### config.mk
export PLATFORM = sky130hd
export DESIGN_NAME = pwm_ramp_ctrl
export DESIGN_NICKNAME = d
export VERILOG_FILES = /design/src/rtl/pwm_ctrl_pkg.sv /design/src/rtl/pwm_period_timer.sv /design/src/rtl/pwm_ramp_ctrl.sv
export SDC_FILE = /design/constraint.sdc
export NUM_CORES = 1
export LEC_CHECK = 0
export BUFFER_PORTS_ARGS = -buffer_cell sky130_fd_sc_hd__buf_2
export CAP_MARGIN = 20
export CORE_MARGIN = 4
export CORE_UTILIZATION = 40
export CTS_BUF_LIST = sky130_fd_sc_hd__clkbuf_4 sky130_fd_sc_hd__clkbuf_8
export DETAILED_ROUTE_END_ITERATION = 8
export HOLD_SLACK_MARGIN = 0.03
export PLACE_DENSITY = 0.66
export REMOVE_ABC_BUFFERS = 1
export SYNTH_ARGS = -nofsm -noshare
export SYNTH_HDL_FRONTEND = slang
export SYNTH_SLANG_ARGS = --single-unit
### constraint.sdc
create_clock -name clk -period 3.47 [get_ports clk]
set_clock_uncertainty 0.2 [all_clocks]
set_input_delay 0.5205 -clock clk [delete_from_list [all_inputs] [get_ports clk]]
set_output_delay 0.5205 -clock clk [all_outputs]
set_load 0.02 [all_outputs]
### src/rtl/pwm_ctrl_pkg.sv
// ---------------------------------------------------------------------------
// pwm_ctrl_pkg
// Shared definitions for the PWM sequencing controller slice:
//   - pwm_state_e : 2-bit controller state encoding as seen on the state port
//   - PWM_W       : default width of ARR/CCR values (generator counter width)
// ---------------------------------------------------------------------------
package pwm_ctrl_pkg;

    localparam int PWM_W = 32;

    typedef enum logic [1:0] {
        ST_IDLE      = 2'd0,
        ST_RAMP_UP   = 2'd1,
        ST_RUN       = 2'd2,
        ST_RAMP_DOWN = 2'd3
    } pwm_state_e;

endpackage

### src/rtl/pwm_period_timer.sv
// ---------------------------------------------------------------------------
// pwm_period_timer
// Period down-counter that mirrors the PWM generator period. It counts from
// arr down to 1 and reloads arr on the cycle after reaching 1. While run is
// low the count is held at 0, so the first cycle with run high loads arr.
// Ports:
//   clk     : system clock
//   reset_n : asynchronous active-low reset
//   run     : count enable; low holds the timer cleared
//   arr     : reload value, taken whenever a reload happens
//   tick    : high on the last cycle of each period (count == 1)
// ---------------------------------------------------------------------------
module pwm_period_timer
    import pwm_ctrl_pkg::*;
#(
    parameter int W = PWM_W
) (
    input  logic         clk,
    input  logic         reset_n,
    input  logic         run,
    input  logic [W-1:0] arr,
    output logic         tick
);

    logic [W-1:0] count;

    // A count of 0 only occurs while stopped, so treating 0 like 1 makes
    // the first running cycle load the period value.
    always_ff @(posedge clk or negedge reset_n) begin
        if (!reset_n) begin
            count <= '0;
        end else if (!run) begin
            count <= '0;
        end else if (count <= W'(1)) begin
            count <= arr;
        end else begin
            count <= count - W'(1);
        end
    end

    assign tick = (count == W'(1));

endmodule

### src/rtl/pwm_ramp_ctrl.sv
// ---------------------------------------------------------------------------
// pwm_ramp_ctrl
// Sequencing controller for one PWM generator channel. Soft-starts the duty
// from 0 to a target compare value, applies run-time ARR/CCR updates only on
// period boundaries, and ramps the duty back to 0 before disabling.
// Optional feature macro: PWM_RAMP_CTRL_SOFTSTART_EN
//   defined   : stepped ramps using cfg_step / cfg_div
//   undefined : ramp-up and ramp-down each take a single period
// Ports:
//   clk, reset_n            : clock, asynchronous active-low reset
//   start, stop             : single-cycle control pulses (stop wins)
//   cfg_arr/ccr/step/div    : ramp configuration, sampled on start from IDLE
//   upd_valid/ready/arr/ccr : run-time update handshake (RUN only)
//   pwm_gen_en              : generator enable
//   counter_arr/ccr         : generator ARR / CCR
//   period_tick             : last cycle of each period
//   ramp_done, stop_done    : pulses on entering RUN / IDLE
//   state                   : 0 IDLE, 1 RAMP_UP, 2 RUN, 3 RAMP_DOWN
// ---------------------------------------------------------------------------
module pwm_ramp_ctrl
    import pwm_ctrl_pkg::*;
#(
    parameter int W     = PWM_W,
    parameter int DIV_W = 8
) (
    input  logic             clk,
    input  logic             reset_n,
    input  logic             start,
    input  logic             stop,
    input  logic [W-1:0]     cfg_arr,
    input  logic [W-1:0]     cfg_ccr,
    input  logic [W-1:0]     cfg_step,
    input  logic [DIV_W-1:0] cfg_div,
    input  logic             upd_valid,
    output logic             upd_ready,
    input  logic [W-1:0]     upd_arr,
    input  logic [W-1:0]     upd_ccr,
    output logic             pwm_gen_en,
    output logic [W-1:0]     counter_arr,
    output logic [W-1:0]     counter_ccr,
    output logic             period_tick,
    output logic             ramp_done,
    output logic             stop_done,
    output logic [1:0]       state
);

    pwm_state_e   state_q, state_d;
    logic         en_d, upd_ready_d, ramp_done_d, stop_done_d;
    logic [W-1:0] arr_d, ccr_d, target, target_d;
    logic         pend, pend_d;
    logic [W-1:0] pend_arr, pend_arr_d, pend_ccr, pend_ccr_d;
    logic         tick, step_hit;
    logic [W-1:0] up_val, dn_val;

    // ARR of 0 would stall the generator, so it is forced to 1, and the
    // compare value may never exceed the period.
    logic [W-1:0] cfg_arr_eff, cfg_tgt, upd_arr_eff, upd_tgt;
    assign cfg_arr_eff = (cfg_arr == '0) ? W'(1) : cfg_arr;
    assign cfg_tgt     = (cfg_ccr > cfg_arr_eff) ? cfg_arr_eff : cfg_ccr;
    assign upd_arr_eff = (upd_arr == '0) ? W'(1) : upd_arr;
    assign upd_tgt     = (upd_ccr > upd_arr_eff) ? upd_arr_eff : upd_ccr;

`ifdef PWM_RAMP_CTRL_SOFTSTART_EN
    logic [W-1:0]     step_r, step_d, step_eff;
    logic [DIV_W-1:0] div_r, div_d, div_cnt, div_cnt_d;
    logic [W:0]       up_sum;

    // A zero step would never reach the target, so it means one full jump.
    assign step_eff = (step_r == '0) ? target : step_r;
    assign step_hit = tick && (div_cnt == div_r);
    assign up_sum   = {1'b0, counter_ccr} + {1'b0, step_eff};
    assign up_val   = (up_sum > {1'b0, target}) ? target : up_sum[W-1:0];
    assign dn_val   = ((step_eff == '0) || (counter_ccr <= step_eff)) ?
                      '0 : (counter_ccr - step_eff);
`else
    logic unused_cfg;
    assign unused_cfg = ^{cfg_step, cfg_div};
    assign step_hit   = tick;
    assign up_val     = target;
    assign dn_val     = '0;
`endif

    // Timer is driven from next-state values so it loads the new period on
    // the same edge the generator sees it.
    pwm_period_timer #(.W(W)) u_timer (
        .clk     (clk),
        .reset_n (reset_n),
        .run     (en_d),
        .arr     (arr_d),
        .tick    (tick)
    );

    assign period_tick = tick;
    assign state       = state_q;

    // State, shadow and output registers.
    always_ff @(posedge clk or negedge reset_n) begin
        if (!reset_n) begin
            state_q     <= ST_IDLE;
            pwm_gen_en  <= 1'b0;
            counter_arr <= '0;
            counter_ccr <= '0;
            target      <= '0;
            pend        <= 1'b0;
            pend_arr    <= '0;
            pend_ccr    <= '0;
            upd_ready   <= 1'b0;
            ramp_done   <= 1'b0;
            stop_done   <= 1'b0;
`ifdef PWM_RAMP_CTRL_SOFTSTART_EN
            step_r      <= '0;
            div_r       <= '0;
            div_cnt     <= '0;
`endif
        end else begin
            state_q     <= state_d;
            pwm_gen_en  <= en_d;
            counter_arr <= arr_d;
            counter_ccr <= ccr_d;
            target      <= target_d;
            pend        <= pend_d;
            pend_arr    <= pend_arr_d;
            pend_ccr    <= pend_ccr_d;
            upd_ready   <= upd_ready_d;
            ramp_done   <= ramp_done_d;
            stop_done   <= stop_done_d;
`ifdef PWM_RAMP_CTRL_SOFTSTART_EN
            step_r      <= step_d;
            div_r       <= div_d;
            div_cnt     <= div_cnt_d;
`endif
        end
    end

    // Next-state logic. stop always has priority over start; updates are
    // staged in pend_* and only copied out on a period boundary.
    always_comb begin
        state_d     = state_q;
        en_d        = pwm_gen_en;
        arr_d       = counter_arr;
        ccr_d       = counter_ccr;
        target_d    = target;
        pend_d      = pend;
        pend_arr_d  = pend_arr;
        pend_ccr_d  = pend_ccr;
        ramp_done_d = 1'b0;
        stop_done_d = 1'b0;
`ifdef PWM_RAMP_CTRL_SOFTSTART_EN
        step_d      = step_r;
        div_d       = div_r;
`endif
        case (state_q)
            ST_IDLE: begin
                if (start && !stop) begin
                    state_d  = ST_RAMP_UP;
                    en_d     = 1'b1;
                    ccr_d    = '0;
                    arr_d    = cfg_arr_eff;
                    target_d = cfg_tgt;
`ifdef PWM_RAMP_CTRL_SOFTSTART_EN
                    step_d   = cfg_step;
                    div_d    = cfg_div;
`endif
                end
            end
            ST_RAMP_UP: begin
                if (stop) begin
                    state_d = ST_RAMP_DOWN;
                end else if (step_hit) begin
                    ccr_d = up_val;
                    if (up_val == target) begin
                        state_d     = ST_RUN;
                        ramp_done_d = 1'b1;
                    end
                end
            end
            ST_RUN: begin
                if (stop) begin
                    state_d = ST_RAMP_DOWN;
                    pend_d  = 1'b0;
                end else begin
                    if (pend && tick) begin
                        arr_d    = pend_arr;
                        ccr_d    = pend_ccr;
                        target_d = pend_ccr;
                        pend_d   = 1'b0;
                    end
                    if (upd_valid && upd_ready) begin
                        pend_d     = 1'b1;
                        pend_arr_d = upd_arr_eff;
                        pend_ccr_d = upd_tgt;
                    end
                end
            end
            ST_RAMP_DOWN: begin
                if (start && !stop) begin
                    state_d = ST_RAMP_UP;
                end else if (step_hit) begin
                    ccr_d = dn_val;
                    if (dn_val == '0) begin
                        state_d     = ST_IDLE;
                        en_d        = 1'b0;
                        stop_done_d = 1'b1;
                    end
                end
            end
            default: state_d = ST_IDLE;
        endcase
        upd_ready_d = (state_d == ST_RUN) && !pend_d;
    end

`ifdef PWM_RAMP_CTRL_SOFTSTART_EN
    // Every state change restarts the divider, which covers start, stop,
    // restart from ramp-down and ramp completion in one rule.
    always_comb begin
        div_cnt_d = div_cnt;
        if (state_d != state_q) begin
            div_cnt_d = '0;
        end else if (tick && (state_q == ST_RAMP_UP || state_q == ST_RAMP_DOWN)) begin
            div_cnt_d = step_hit ? '0 : div_cnt + 1'b1;
        end
    end
`endif

endmodule

### Word-level counts from Yosys, hierarchy flattened

Cells that the tools add are included.

* word-level logic and storage cells: 82
* flip-flop bits (word level): 199
* output and inout port bits: 71
* bits of input ports: 173

* add/sub/neg operators: 1
* bitwise logic cells: 1
* reductions and logical operators: 13
* multiplexer cells: 40
* $lt $le $gt $ge: 3
* equal/unequal tests: 12

Operators by type and width (number)
* $mux W32: 17
* $pmux W32 S2: 2
* $pmux W32 S4: 1
* $gt A32 B32 Y1: 2
* $logic_not A32 Y1: 2
* $eq A32 B1 Y1 const B: 1
* $le A32 B1 Y1 const B: 1
* $sub A32 B1 Y32 const B: 1
* $ne A2 B2 Y1 const B: 7
* $mux W1: 12
* $mux W2: 6
* $pmux W2 S4: 1
* $reduce_and A7 Y1: 1
* $eq A2 B2 Y1 const B: 3
* $logic_and A1 B1 Y1: 4
* $reduce_and A4 Y1: 1
* $reduce_and A3 Y1: 1
* $eq A2 B1 Y1 const B: 1
* $logic_not A1 Y1: 2
* $logic_not A2 Y1: 1
* $pmux W1 S2: 1
* $reduce_bool A2 Y1: 1
* $not A1 Y1: 1

### Depth between registers and ports, before layout

Gate-level depths: netlist of the first run.

* word-level depth: 8
* depth in mapped cells: 12
* mapped depth without buffers: 11

### Modules after synthesis

From an unflattened synthesis of the first run, not the netlist that was laid out.

* cell total of the unflattened synthesis: 1304
* area, all modules: 11987.7 µm²

Modules (own cells, without submodules)
* pwm_ramp_ctrl: sequential area each 4179.0 µm², area an instance 10039.6 µm², cells each 1094, times used 1
* pwm_period_timer: sequential area each 800.8 µm², area an instance 1948.1 µm², cells each 210, times used 1

### Least setup slack after synthesis of the first run

No wires, ideal clock.

* path kind: register to register
* from: register u_timer.count[18]
* to: register counter_ccr[0]
* buffers on the path: 4
* data required time: 3.147 ns
* period minus slack after synthesis: 3.497 ns
* slack: -0.027 ns
* library setup time: 0.123 ns
* cell stages (with the launch flop): 13
* data arrival time: 3.174 ns
* path through: dfrtp_1 -> or4_4 -> or4_1 -> buf_2 -> or4_4 -> buf_6 -> clkinv_4 -> a21boi_2 -> or4b_1 -> buf_4 -> buf_6 -> nand2_1 -> o21ai_1

* longest elaborated chain between the ends: 4
* elaborated cells between the ends (all ways): 6
* those cells by class: eq/ne (4); reduce/logical (2)

Ends and longest elaborated chain
* start: declaration: RTL line pwm_period_timer.sv:25 `logic [W-1:0] count;`
* start signal: assignment: RTL line pwm_period_timer.sv:35 `count <= arr;`
* start signal: assignment: RTL line pwm_period_timer.sv:37 `count <= count - W'(1);`
* $eq A32 B1 Y1 (*): RTL line pwm_period_timer.sv:41 `assign tick = (count == W'(1));`
* named net period_tick: RTL line pwm_ramp_ctrl.sv:41 `output logic period_tick,`
* $logic_and A1 B1 Y1: RTL line pwm_ramp_ctrl.sv:182 `if (pend && tick) begin`
* $ne A2 B2 Y1 (no line)
* $reduce_and A7 Y1 (no line) (*)
* end signal: assignment: RTL line pwm_ramp_ctrl.sv:119 `counter_ccr <= ccr_d;`
* end: declaration: RTL line pwm_ramp_ctrl.sv:40 `output logic [W-1:0] counter_ccr,`

Mark *: on every way through the listed nets, which the timed path passes. The rest lies on a longest branch.
A chain may end at the register's enable or synchronous reset.

### Worst setup path in the final report of the first run

* from: register u_timer.count[18]
* to: register counter_ccr[17]

* longest elaborated chain between the ends: 4
* elaborated cells between the ends (all ways): 6
* those cells by class: eq/ne (4); reduce/logical (2)

Ends and longest elaborated chain (RTL line)
* $eq A32 B1 Y1 (*): pwm_period_timer.sv:41
* $logic_and A1 B1 Y1: pwm_ramp_ctrl.sv:182
* $ne A2 B2 Y1 (no line)
* $reduce_and A7 Y1 (no line) (*)

Mark *: on every way between the ends. The rest lies on a longest branch, timed or not.

==> flow_summary.json, run 1 <==
{
  "synth.distinct_cells": 58,
  "setup_ws_ns": -0.0185,
  "rsz0062_at_grt": "true",
  "core_um2": 29700,
  "timing.slew.headroom_pct": 33.7,
  "p_seq_share_pct": 32.8,
  "hold_depth": 3,
  "routed_via_density": 5.78,
  "period_needed_ns": 3.49,
  "overflow": 0,
  "grt_pass1_wl_um": 61900,
  "yosys_warnings": 0,
  "power_leakage_nw": 7.63,
  "wl_um": 42300,
  "sw_frac_of_total_pct": 44.9,
  "dp_hpwl_um": 30500,
  "ff2ff_path_depth": 9,
  "die_h_um": 182,
  "critical_path_required_ns": 3.65,
  "path_cells": "or4_4 -> or4_4 -> or4_4 -> buf_4 -> o21ai_0 -> or4b_4 -> clkbuf_16 -> nand2_1 -> o21ai_2",
  "cts_num_sinks": 199,
  "p_sw_w": 0.00515,
  "syn_to_final_growth_pct": 21.0,
  "ctsHtreeMaxLevel": 4,
  "synthCells": 1293,
  "drv_slew": 0,
  "period_share_pct": 101,
  "die-area_um2": 33100,
  "vias": 11200,
  "end_kind": "flop",
  "nNetsFinal": 1770,
  "grt_pass1_vias": 10800,
  "grtUsageTotal_pct": 23.9,
  "p_per_area_nw_per_um2": 783,
  "setup_viol": 11,
  "ir_worst_vdd_uv": 358,
  "synth_flop_cell": "dfrtp_1",
  "synth-seq-area-share_pct": 41.1,
  "hold_viol": 0,
  "synth_area_um2": 12100,
  "max_freq_ghz": 0.287,
  "first_pass_iters": 5,
  "p_int_w": 0.00633,
  "die_w_um": 182,
  "grt_max_degree": 77,
  "fin_setup_tns_ns": -0.0824,
  "maxCapViolations": 0,
  "clk_pin_slew_ns": 0.12,
  "crit_top_cell": "or4_4",
  "post_drt_wl_per_cell_um": 21.9,
  "cts_inserted_buffers": 17,
  "worst_slew_pin_slew_ns": 0.995,
  "start_util_pct": 40.7,
  "drive_above_1_share_pct": 30.6,
  "slowest_stage": "or4b_4",
  "critPathMaxFanout": 8,
  "clk_latency_ns": 0.49,
  "async_flop_share_pct": 100,
  "crit_arrival_ns": 3.67,
  "fin_cells": 1933,
  "numPortBuffers": 203,
  "hold_class": "in -> reg",
  "drcViolationCount": 0,
  "cpPeakStageDelay_ns": 0.62,
  "violations": "negative setup slack",
  "gp_congestion": 0.895,
  "combinationalPowerShare_pct": 53.2,
  "antenna_found_initial": 6,
  "fillers": 2818,
  "ys_ff_latch": 199,
  "ios": 244,
  "cp-start-kind": "flop",
  "synth_edf_count": 0,
  "cts_tree": "built",
  "ant_nets": 0,
  "dp.cells": 1888,
  "status": "finished, violations left",
  "core.rowCount": 63,
  "avgSynthCellArea_um2": 9.36,
  "drt_iter0_drc": 840,
  "final_util_pct": 49.3,
  "root_buffer": "clkbuf_8",
  "crit_type": "reg -> reg",
  "p_clk_share_pct": 14.0,
  "clock_path_buffers": 2,
  "total_power_w": 0.0115
}
## metal layers
metal	part of all wire, %	routed length (um)	GRT usage [%]
met1	45	18900	33.2
met2	45	19000	38.0
met3	7.7	3260	4.89
met4	2.6	1110	6.99
met5	0.083	35	0
## worst max-delay path: cells and delay by family (launching register included)
family	cells	cell delay, ns
simple gates	5	2.17
flops	1	0.40
compound gates	2	0.17
buf+inv	2	0.43
## timing repair
action,4_1_cts,5_1_grt
pin swaps,1,0
gates resized for setup,6,5
hold buffers,1,0
buffers inserted,0,3
cloned,0,6
hold endpoints to repair,72,0
endpoints found under the setup margin,43,35
## cell usage after synthesis (3+ instances only)
library cell  count  area [um^2]
a221oi_1          3         26.3
nand2b_1          4         25.0
o221ai_1         31          272
nor2b_1           5         31.3
a211oi_1          3         22.5
buf_1             3         11.3
nor3_1           12         60.1
inv_1            74          278
nand3_1          15         75.1
o21ai_2          27          236
mux2i_1          60          601
buf_6             8         90.1
xor2_1            5         43.8
o21ai_0          51          255
o221a_2          63          709
a21oi_1          92          460
and3_1            4         25.0
dfrtp_1         199         4980
or2_2            33          206
ha_1             70          876
nor2_1           83          312
o211a_1          30          300
o21ai_1           6         30.0
buf_2             7         35.0
a22o_1           31          272
clkbuf_1         67          251
nand2_1         182          683
nor4_1           27          169
a21o_1            6         45.0
xnor2_1          21          184
or3_1             3         18.8
nand4_1          23          144
or4_1             9         67.6
## layout by cell type, fill, tap and decap left out, types with 4 or more instances in the layout
| master | netlist | layout |
|---|---|---|
| buf_2 | 7 | 201 |
| dfrtp_1 | 199 | 199 |
| nand2_1 | 182 | 182 |
| a21oi_1 | 92 | 92 |
| nor2_1 | 83 | 82 |
| buf_4 | 1 | 77 |
| inv_1 | 74 | 74 |
| ha_1 | 70 | 70 |
| o221a_2 | 63 | 63 |
| mux2i_1 | 60 | 60 |
| o21ai_0 | 51 | 50 |
| or2_2 | 33 | 32 |
| o221ai_1 | 31 | 31 |
| a22o_1 | 31 | 31 |
| o211a_1 | 30 | 30 |
| o21ai_2 | 27 | 28 |
| nor4_1 | 27 | 27 |
| nand4_1 | 23 | 23 |
| xnor2_1 | 21 | 21 |
| clkbuf_8 | 0 | 20 |
| nand3_1 | 15 | 15 |
| nor3_1 | 12 | 11 |
| buf_12 | 0 | 11 |
| or4_1 | 9 | 8 |
| a21o_1 | 6 | 6 |
| nor2b_1 | 5 | 5 |
| xor2_1 | 5 | 5 |
| o21ai_1 | 6 | 5 |
| inv_6 | 0 | 5 |
| buf_6 | 8 | 5 |
| and3_1 | 4 | 4 |
## power groups by stage
stage	combinational, W	sequential (W)	clock, W
3_5_place_dp	0.00567	0.00379	0
3_3_place_gp	0.00557	0.00375	0
4_1_cts	0.00570	0.00375	0.00163
2_1_floorplan	0.00537	0.00413	0
5_1_grt	0.00665	0.00386	0.00170
6_report	0.00610	0.00377	0.00160
## registers in the layout, indices dropped and copies added (netlist names)
| register | flops |
|---|---|
| counter_arr | 32 |
| pend_ccr | 32 |
| pend_arr | 32 |
| upd_ready | 1 |
| target | 32 |
| pend | 1 |
| counter_ccr | 32 |
| state | 2 |
| u_timer.count | 32 |
| stop_done | 1 |
| pwm_gen_en | 1 |
| ramp_done | 1 |
## area by class of cell
| type | count | area (um^2) | share of cell area, % |
|---|---|---|---|
| inverters | 77 | 294 | 2.01 |
| repair buffers | 301 | 2000 | 13.7 |
| clock inverters | 12 | 129 | 0.880 |
| well taps | 390 | 488 | 3.33 |
| clock buffers | 20 | 269 | 1.84 |
| diodes | 3 | 7.51 | 0.0512 |
| flip-flops and latches | 199 | 4980 | 34.0 |
| multi-input cells | 931 | 6480 | 44.2 |
## metrics by stage
stage / setup WS [ns] / hold WS, ns / instance area, um^2
after floorplan: -3.23 / 0.0249 / 11700
after global placement: -0.118 / 0.259 / 14100
after detailed placement: -0.119 / 0.259 / 14100
after CTS: -0.0229 / 0.0643 / 14500
after global routing: -0.0687 / 0.0756 / 14600
final: -0.0185 / 0.0883 / 14600
## final timing paths
kind	startpoint	to	slack (ns)
min in group asynchronous	reset_n	counter_arr[18]$_DFF_PN0_	0.40
max reg2reg	u_timer.count[18]$_DFF_PN0_	counter_ccr[17]$_DFFE_PN0P_	-0.02
min reg2reg	counter_ccr[13]$_DFFE_PN0P_	counter_ccr[13]$_DFFE_PN0P_	0.28
max	u_timer.count[18]$_DFF_PN0_	counter_ccr[17]$_DFFE_PN0P_	-0.02
min	upd_ccr[0]	pend_ccr[0]$_DFFE_PN0P_	0.09
max in group asynchronous	reset_n	target[15]$_DFFE_PN0P_	1.83
## cells by family (layout without fill, tap and decap cells)
group                    after synthesis  in the layout  synth area share [%]
multiplexers                          63             63                  5.27
AO/OA/AOI/OAI                        363            363                  23.1
buffers and inverters                163            410                  5.70
flip-flops                           199            199                  41.1
adder cells (fa/ha/maj)               70             70                  7.24
other                                  0              3                     0
AND/OR/NAND/NOR                      409            409                  15.7
XOR/XNOR                              26             26                  1.88
Note: power is estimated with default switching activity, not from simulation.
==> run 2: changes to the inputs <==
Clock period 3.47 ns to 3.1 ns, I/O delays scaled along.
==> run 2 against run 1 <==
The run still ends with negative setup slack left. Design area rose by 7.3%. Non-clock buffer count up 82. Sequential cell count unchanged. Combinational power grew 25%. Clock power is 12% higher. Sequential share of layout area shrank 2.3 points. Hold slack worse by 0.026 ns. Count of clock-buffer cells in the layout unchanged. First-iteration DRC count is 1.7% lower. Global-route usage up 1.5 points.
==> flow_summary.json, run 2 (synthesized netlist as in run 1, its figures left out) <==
{
  "die_h_um": 182,
  "post_drt_wl_per_cell_um": 21.7,
  "mostFrequentLayoutCells": "buf_2 (201), dfrtp_1 (199), nand2_1 (161), buf_4 (150), a21oi_1 (90)",
  "vias": 11600,
  "fin_hold_ws_ns": 0.0618,
  "clk_latency_ns": 0.50,
  "dp_hpwl_um": 31200,
  "cp-start-kind": "flop",
  "p_sw_w": 0.00608,
  "p_int_w": 0.00758,
  "hold_class": "in -> reg",
  "overflow": 0,
  "p_seq_share_pct": 31.2,
  "nNetsFinal": 1852,
  "timing.slew.headroom_pct": 43.6,
  "r2r-start": "u_timer.count[18]$_DFF_PN0_",
  "core_um2": 29700,
  "cts_tree": "built",
  "fillers": 2705,
  "critPathMaxFanout": 8,
  "numPortBuffers": 203,
  "combinationalPowerShare_pct": 55.7,
  "critical_path_required_ns": 3.32,
  "drv_slew": 0,
  "rsz0062_at_grt": "true",
  "ios": 244,
  "worstHoldStart": "cfg_ccr[27]",
  "grt_pass1_wl_um": 65600,
  "end_kind": "flop",
  "worst_slew_pin_slew_ns": 0.845,
  "syn_to_final_growth_pct": 29.9,
  "grt_max_degree": 79,
  "p_clk_share_pct": 13.1,
  "ctsHtreeMaxLevel": 4,
  "ir_worst_vdd_uv": 419,
  "grt_pass1_vias": 11400,
  "sw_frac_of_total_pct": 44.5,
  "period_share_pct": 111,
  "setup_viol": 103,
  "first_pass_iters": 7,
  "antenna_found_initial": 3,
  "drt_iter0_drc": 826,
  "clk_pin_slew_ns": 0.13,
  "cts_inserted_buffers": 17,
  "power_leakage_nw": 8.18,
  "violations": "negative setup slack",
  "wl_um": 43700,
  "clock_path_buffers": 2,
  "root_buffer": "clkbuf_8",
  "die-area_um2": 33100,
  "cp-startpoint": "u_timer.count[18]$_DFF_PN0_",
  "die_w_um": 182,
  "setup_ws_ns": -0.328,
  "max_freq_ghz": 0.292,
  "crit_type": "reg -> reg",
  "hold_viol": 0,
  "drcViolationCount": 0,
  "start_util_pct": 40.7,
  "core.rowCount": 63,
  "routed_via_density": 5.75,
  "crit_arrival_ns": 3.64,
  "status": "finished, violations left",
  "total_power_w": 0.0137,
  "period_needed_ns": 3.43,
  "maxCapViolations": 0,
  "ant_nets": 0,
  "gp_congestion": 0.901,
  "drive_above_1_share_pct": 37.4,
  "grtUsageTotal_pct": 25.4,
  "p_per_area_nw_per_um2": 869,
  "final_common_cell": "buf_2",
  "cts_num_sinks": 199
}
==> run 2: changes by cell type in the layout (fill, tap and decap cells not counted), sizes merged <==
| cell | delta |
|---|---|
| bufinv | +1 |
| dlygate4sd3 | +1 |
| clkinvlp | +1 |
| inv | -2 |
| diode | -2 |
| buf | +81 |
==> run 2: cell type report <==
class                           count  area (um^2)  share of cell area, %
Inverter                           77          298                   1.89
Antenna cell                        1         2.50                 0.0159
Multi-Input combinational cell    931         6830                   43.4
Clock buffer                       20          256                   1.63
Sequential cell                   199         4980                   31.7
Timing Repair Buffer              383         2730                   17.4
Tap cell                          390          488                   3.10
Clock inverter                     12          143                  0.907
==> run 2: metrics by stage <==
stage	instances	cell area, um^2	util [%]	worst slack, ns	TNS (ns)
2_1_floorplan	1207	11700	-	-3.60	-318.28
4_1_cts	2006	15400	51.9	-0.326	-26.36
5_1_grt	2013	15700	52.9	-0.384	-30.82
3_3_place_gp	1963	14600	49.2	-0.481	-41.94
6_report	2013	15700	52.9	-0.328	-22.64
3_5_place_dp	1963	14600	49.2	-0.521	-50.50
==> run 2: per-layer routing <==
| layer | track usage (%) | vias up | routed length (um) |
|---|---|---|---|
| li1 | - | 5360 | - |
| met1 | 35.5 | 5592 | 19100 |
| met2 | 39.8 | 534 | 19600 |
| met3 | 5.23 | 79 | 3620 |
| met4 | 7.84 | 4 | 1410 |
| met5 | 0 | - | 23 |
==> run 2: power groups by stage <==
stage          combinational [W]  sequential [W]  clock, W
4_1_cts                  0.00731         0.00422   0.00182
5_1_grt                  0.00825         0.00436   0.00191
6_report                 0.00761         0.00426   0.00179
3_3_place_gp             0.00641         0.00421         0
3_5_place_dp             0.00653         0.00424         0
2_1_floorplan            0.00582         0.00462         0
==> run 2: final timing paths <==
path	cells past startpoint	endpoint	slack (ns)
max	10	counter_ccr[0]$_DFFE_PN0P_	-0.33
min	2	target[27]$_DFFE_PN0P_	0.06
max reg2reg	10	counter_ccr[0]$_DFFE_PN0P_	-0.33
min reg2reg	2	counter_ccr[16]$_DFFE_PN0P_	0.29
max in group asynchronous	3	pend_ccr[31]$_DFFE_PN0P_	1.52
min in group asynchronous	2	u_timer.count[29]$_DFF_PN0_	0.38
==> run 2: timing repair <==
| item | CTS | global route |
|---|---|---|
| hold buffers | 2 | 0 |
| gates resized for setup | 52 | 43 |
| setup buffers | 4 | 3 |
| setup endpoints to repair | 159 | 191 |
| pin swaps | 11 | 15 |
| gates cloned | 5 | 4 |
| hold endpoints to repair | 74 | 0 |
==> run 2: critical path, cell delays in order, from the launching register on <==
cell and delay [ns]:
dfrtp_1 0.39, or4_4 0.53, or4_4 0.46, or4_4 0.47, clkinv_4 0.10, buf_6 0.09
a21oi_2 0.04, or4b_4 0.56, buf_12 0.19, clkbuf_16 0.19, o21ai_1 0.13
==> run 3: changes to the inputs <==
Settings changed: SETUP_SLACK_MARGIN from default to 0.02.
==> run 3 against run 2 <==
The run still ends with negative setup slack left. Critical path type unchanged. Via count rose by 0.22%. Total power is essentially flat. Clock power barely moved.
==> flow_summary.json, run 3 (synthesized netlist as in run 1, its figures left out) <==
{
  "root_buffer": "clkbuf_8",
  "critPathMaxFanout": 8,
  "drt_iter0_drc": 909,
  "ios": 244,
  "hold_viol": 0,
  "period_needed_ns": 3.44,
  "status": "finished, violations left",
  "dp_slack_ns": -0.521,
  "crit_type": "reg -> reg",
  "period_share_pct": 111,
  "p_per_area_nw_per_um2": 869,
  "numPortBuffers": 203,
  "r2r-end": "counter_ccr[22]$_DFFE_PN0P_",
  "mostFrequentLayoutCells": "buf_2 (201), dfrtp_1 (199), nand2_1 (161), buf_4 (150), a21oi_1 (90)",
  "cp-start-kind": "flop",
  "wl_um": 43800,
  "vias": 11600,
  "critical_path_required_ns": 3.31,
  "syn_to_final_growth_pct": 30.0,
  "max_freq_ghz": 0.291,
  "hold_depth": 2,
  "die_h_um": 182,
  "routed_via_density": 5.76,
  "crit_top_cell": "or4_4",
  "setup_ws_ns": -0.341,
  "min_to": "target[27]$_DFFE_PN0P_",
  "end_kind": "flop",
  "setup_viol": 105,
  "die-area_um2": 33100,
  "gp_congestion": 0.901,
  "slowest_stage": "or4b_4",
  "clock_path_buffers": 2,
  "dp_hpwl_um": 31200,
  "register_area_um2": 4980,
  "cts_num_sinks": 199,
  "ant_nets": 0,
  "cts_inserted_buffers": 17,
  "worst_slew_pin_slew_ns": 0.847,
  "rsz0062_at_grt": "true",
  "path_cells": "or4_4 -> or4_4 -> or4_4 -> clkinv_4 -> buf_6 -> a21oi_2 -> or4b_4 -> buf_12 -> clkbuf_16 -> o21ai_2",
  "post_drt_wl_per_cell_um": 21.7,
  "grt_pass1_vias": 11400,
  "cpPeakStageDelay_ns": 0.56,
  "violations": "negative setup slack",
  "drive_above_1_share_pct": 37.4,
  "final_util_pct": 52.9,
  "r2r_slack_ns": -0.34,
  "r2r-start": "u_timer.count[18]$_DFF_PN0_",
  "fin_setup_tns_ns": -23.69,
  "cts_tree": "built",
  "fillers": 2703,
  "drcViolationCount": 0,
  "clk_latency_ns": 0.50,
  "core.rowCount": 63,
  "first_pass_iters": 5,
  "grtUsageTotal_pct": 25.4,
  "ff2ff_path_depth": 10,
  "crit_arrival_ns": 3.66,
  "ir_worst_vdd_uv": 417,
  "core_um2": 29700,
  "clk_pin_slew_ns": 0.13,
  "power_leakage_nw": 8.19,
  "overflow": 0,
  "timing.slew.headroom_pct": 43.4,
  "start_util_pct": 40.7,
  "maxCapViolations": 0,
  "final_common_cell": "buf_2",
  "ctsHtreeMaxLevel": 4,
  "worstHoldStart": "cfg_ccr[27]",
  "grt_pass1_wl_um": 65600,
  "nNetsFinal": 1852,
  "die_w_um": 182,
  "grt_max_degree": 79,
  "hold_class": "in -> reg",
  "antenna_found_initial": 3,
  "drv_slew": 0,
  "multi_input_area_um2": 6840
}
-- run 3: cell count changes in the layout (fill, tap and decap cells not counted) --
| cell | delta |
|---|---|
| nor4_2 | -1 |
| nor4_4 | +1 |
-- run 3: worst max path at each step --
| stage | depth (start not counted) | slack (ns) | startpoint | to |
|---|---|---|---|---|
| floorplan | 6 | -3.60 | state[0]$_DFF_PN0_ | pend_ccr[0]$_DFFE_PN0P_ |
| global placement | 13 | -0.48 | cfg_arr[17] | target[18]$_DFFE_PN0P_ |
| detailed placement | 13 | -0.52 | cfg_arr[17] | target[14]$_DFFE_PN0P_ |
| CTS | 9 | -0.33 | u_timer.count[18]$_DFF_PN0_ | counter_ccr[16]$_DFFE_PN0P_ |
| global route | 11 | -0.38 | u_timer.count[18]$_DFF_PN0_ | target[10]$_DFFE_PN0P_ |
| finish | 10 | -0.34 | u_timer.count[18]$_DFF_PN0_ | counter_ccr[22]$_DFFE_PN0P_ |
-- run 3: stage by stage --
step / hold slack [ns] / instance area, um^2 / std cells / total power [W]
2_1_floorplan: -0.0306 / 11700 / 1207 / 0.0104
3_3_place_gp: 0.257 / 14600 / 1963 / 0.0106
3_5_place_dp: 0.259 / 14600 / 1963 / 0.0108
4_1_cts: 0.0340 / 15400 / 2006 / 0.0134
5_1_grt: 0.0395 / 15700 / 2013 / 0.0145
6_report: 0.0666 / 15700 / 2013 / 0.0137
-- run 3: worst max-delay path: cells and delay by family, from the launching register on --
family	cells	cell delay [ns]
AND/OR/NAND/NOR	4	2.02
buffers and inverters	4	0.57
flip-flops	1	0.39
AO/OA/AOI/OAI	2	0.17
-- run 3: final cells by class --
class | count | area share, %
Clock inverter | 12 | 0.907
Multi-Input combinational cell | 931 | 43.5
Inverter | 77 | 1.89
Clock buffer | 20 | 1.63
Antenna cell | 1 | 0.0159
Tap cell | 390 | 3.10
Sequential cell | 199 | 31.7
Timing Repair Buffer | 383 | 17.3
-- run 3: power by group --
part           internal, W  total [W]  switching (W)
Sequential         0.00350    0.00426       0.000764
Combinational      0.00333    0.00762        0.00429
Clock             0.000762    0.00179        0.00103
-- run 3: what timing repair did --
action                     in CTS  in global routing
gates cloned                    5                  4
setup endpoints to repair     161                195
setup buffers                   4                  3
pin swaps                      11                 16
hold endpoints to repair       74                  0
hold buffers                    2                  0
resized for setup              55                 41
-- run 3: layer usage --
metal | up-vias | part of all wire [%] | track usage [%]
li1 | 5354 | - | -
met1 | 5627 | 44 | 35.5
met2 | 524 | 45 | 39.9
met3 | 85 | 7.9 | 5.23
met4 | 4 | 3.3 | 7.84
met5 | - | 0.053 | 0
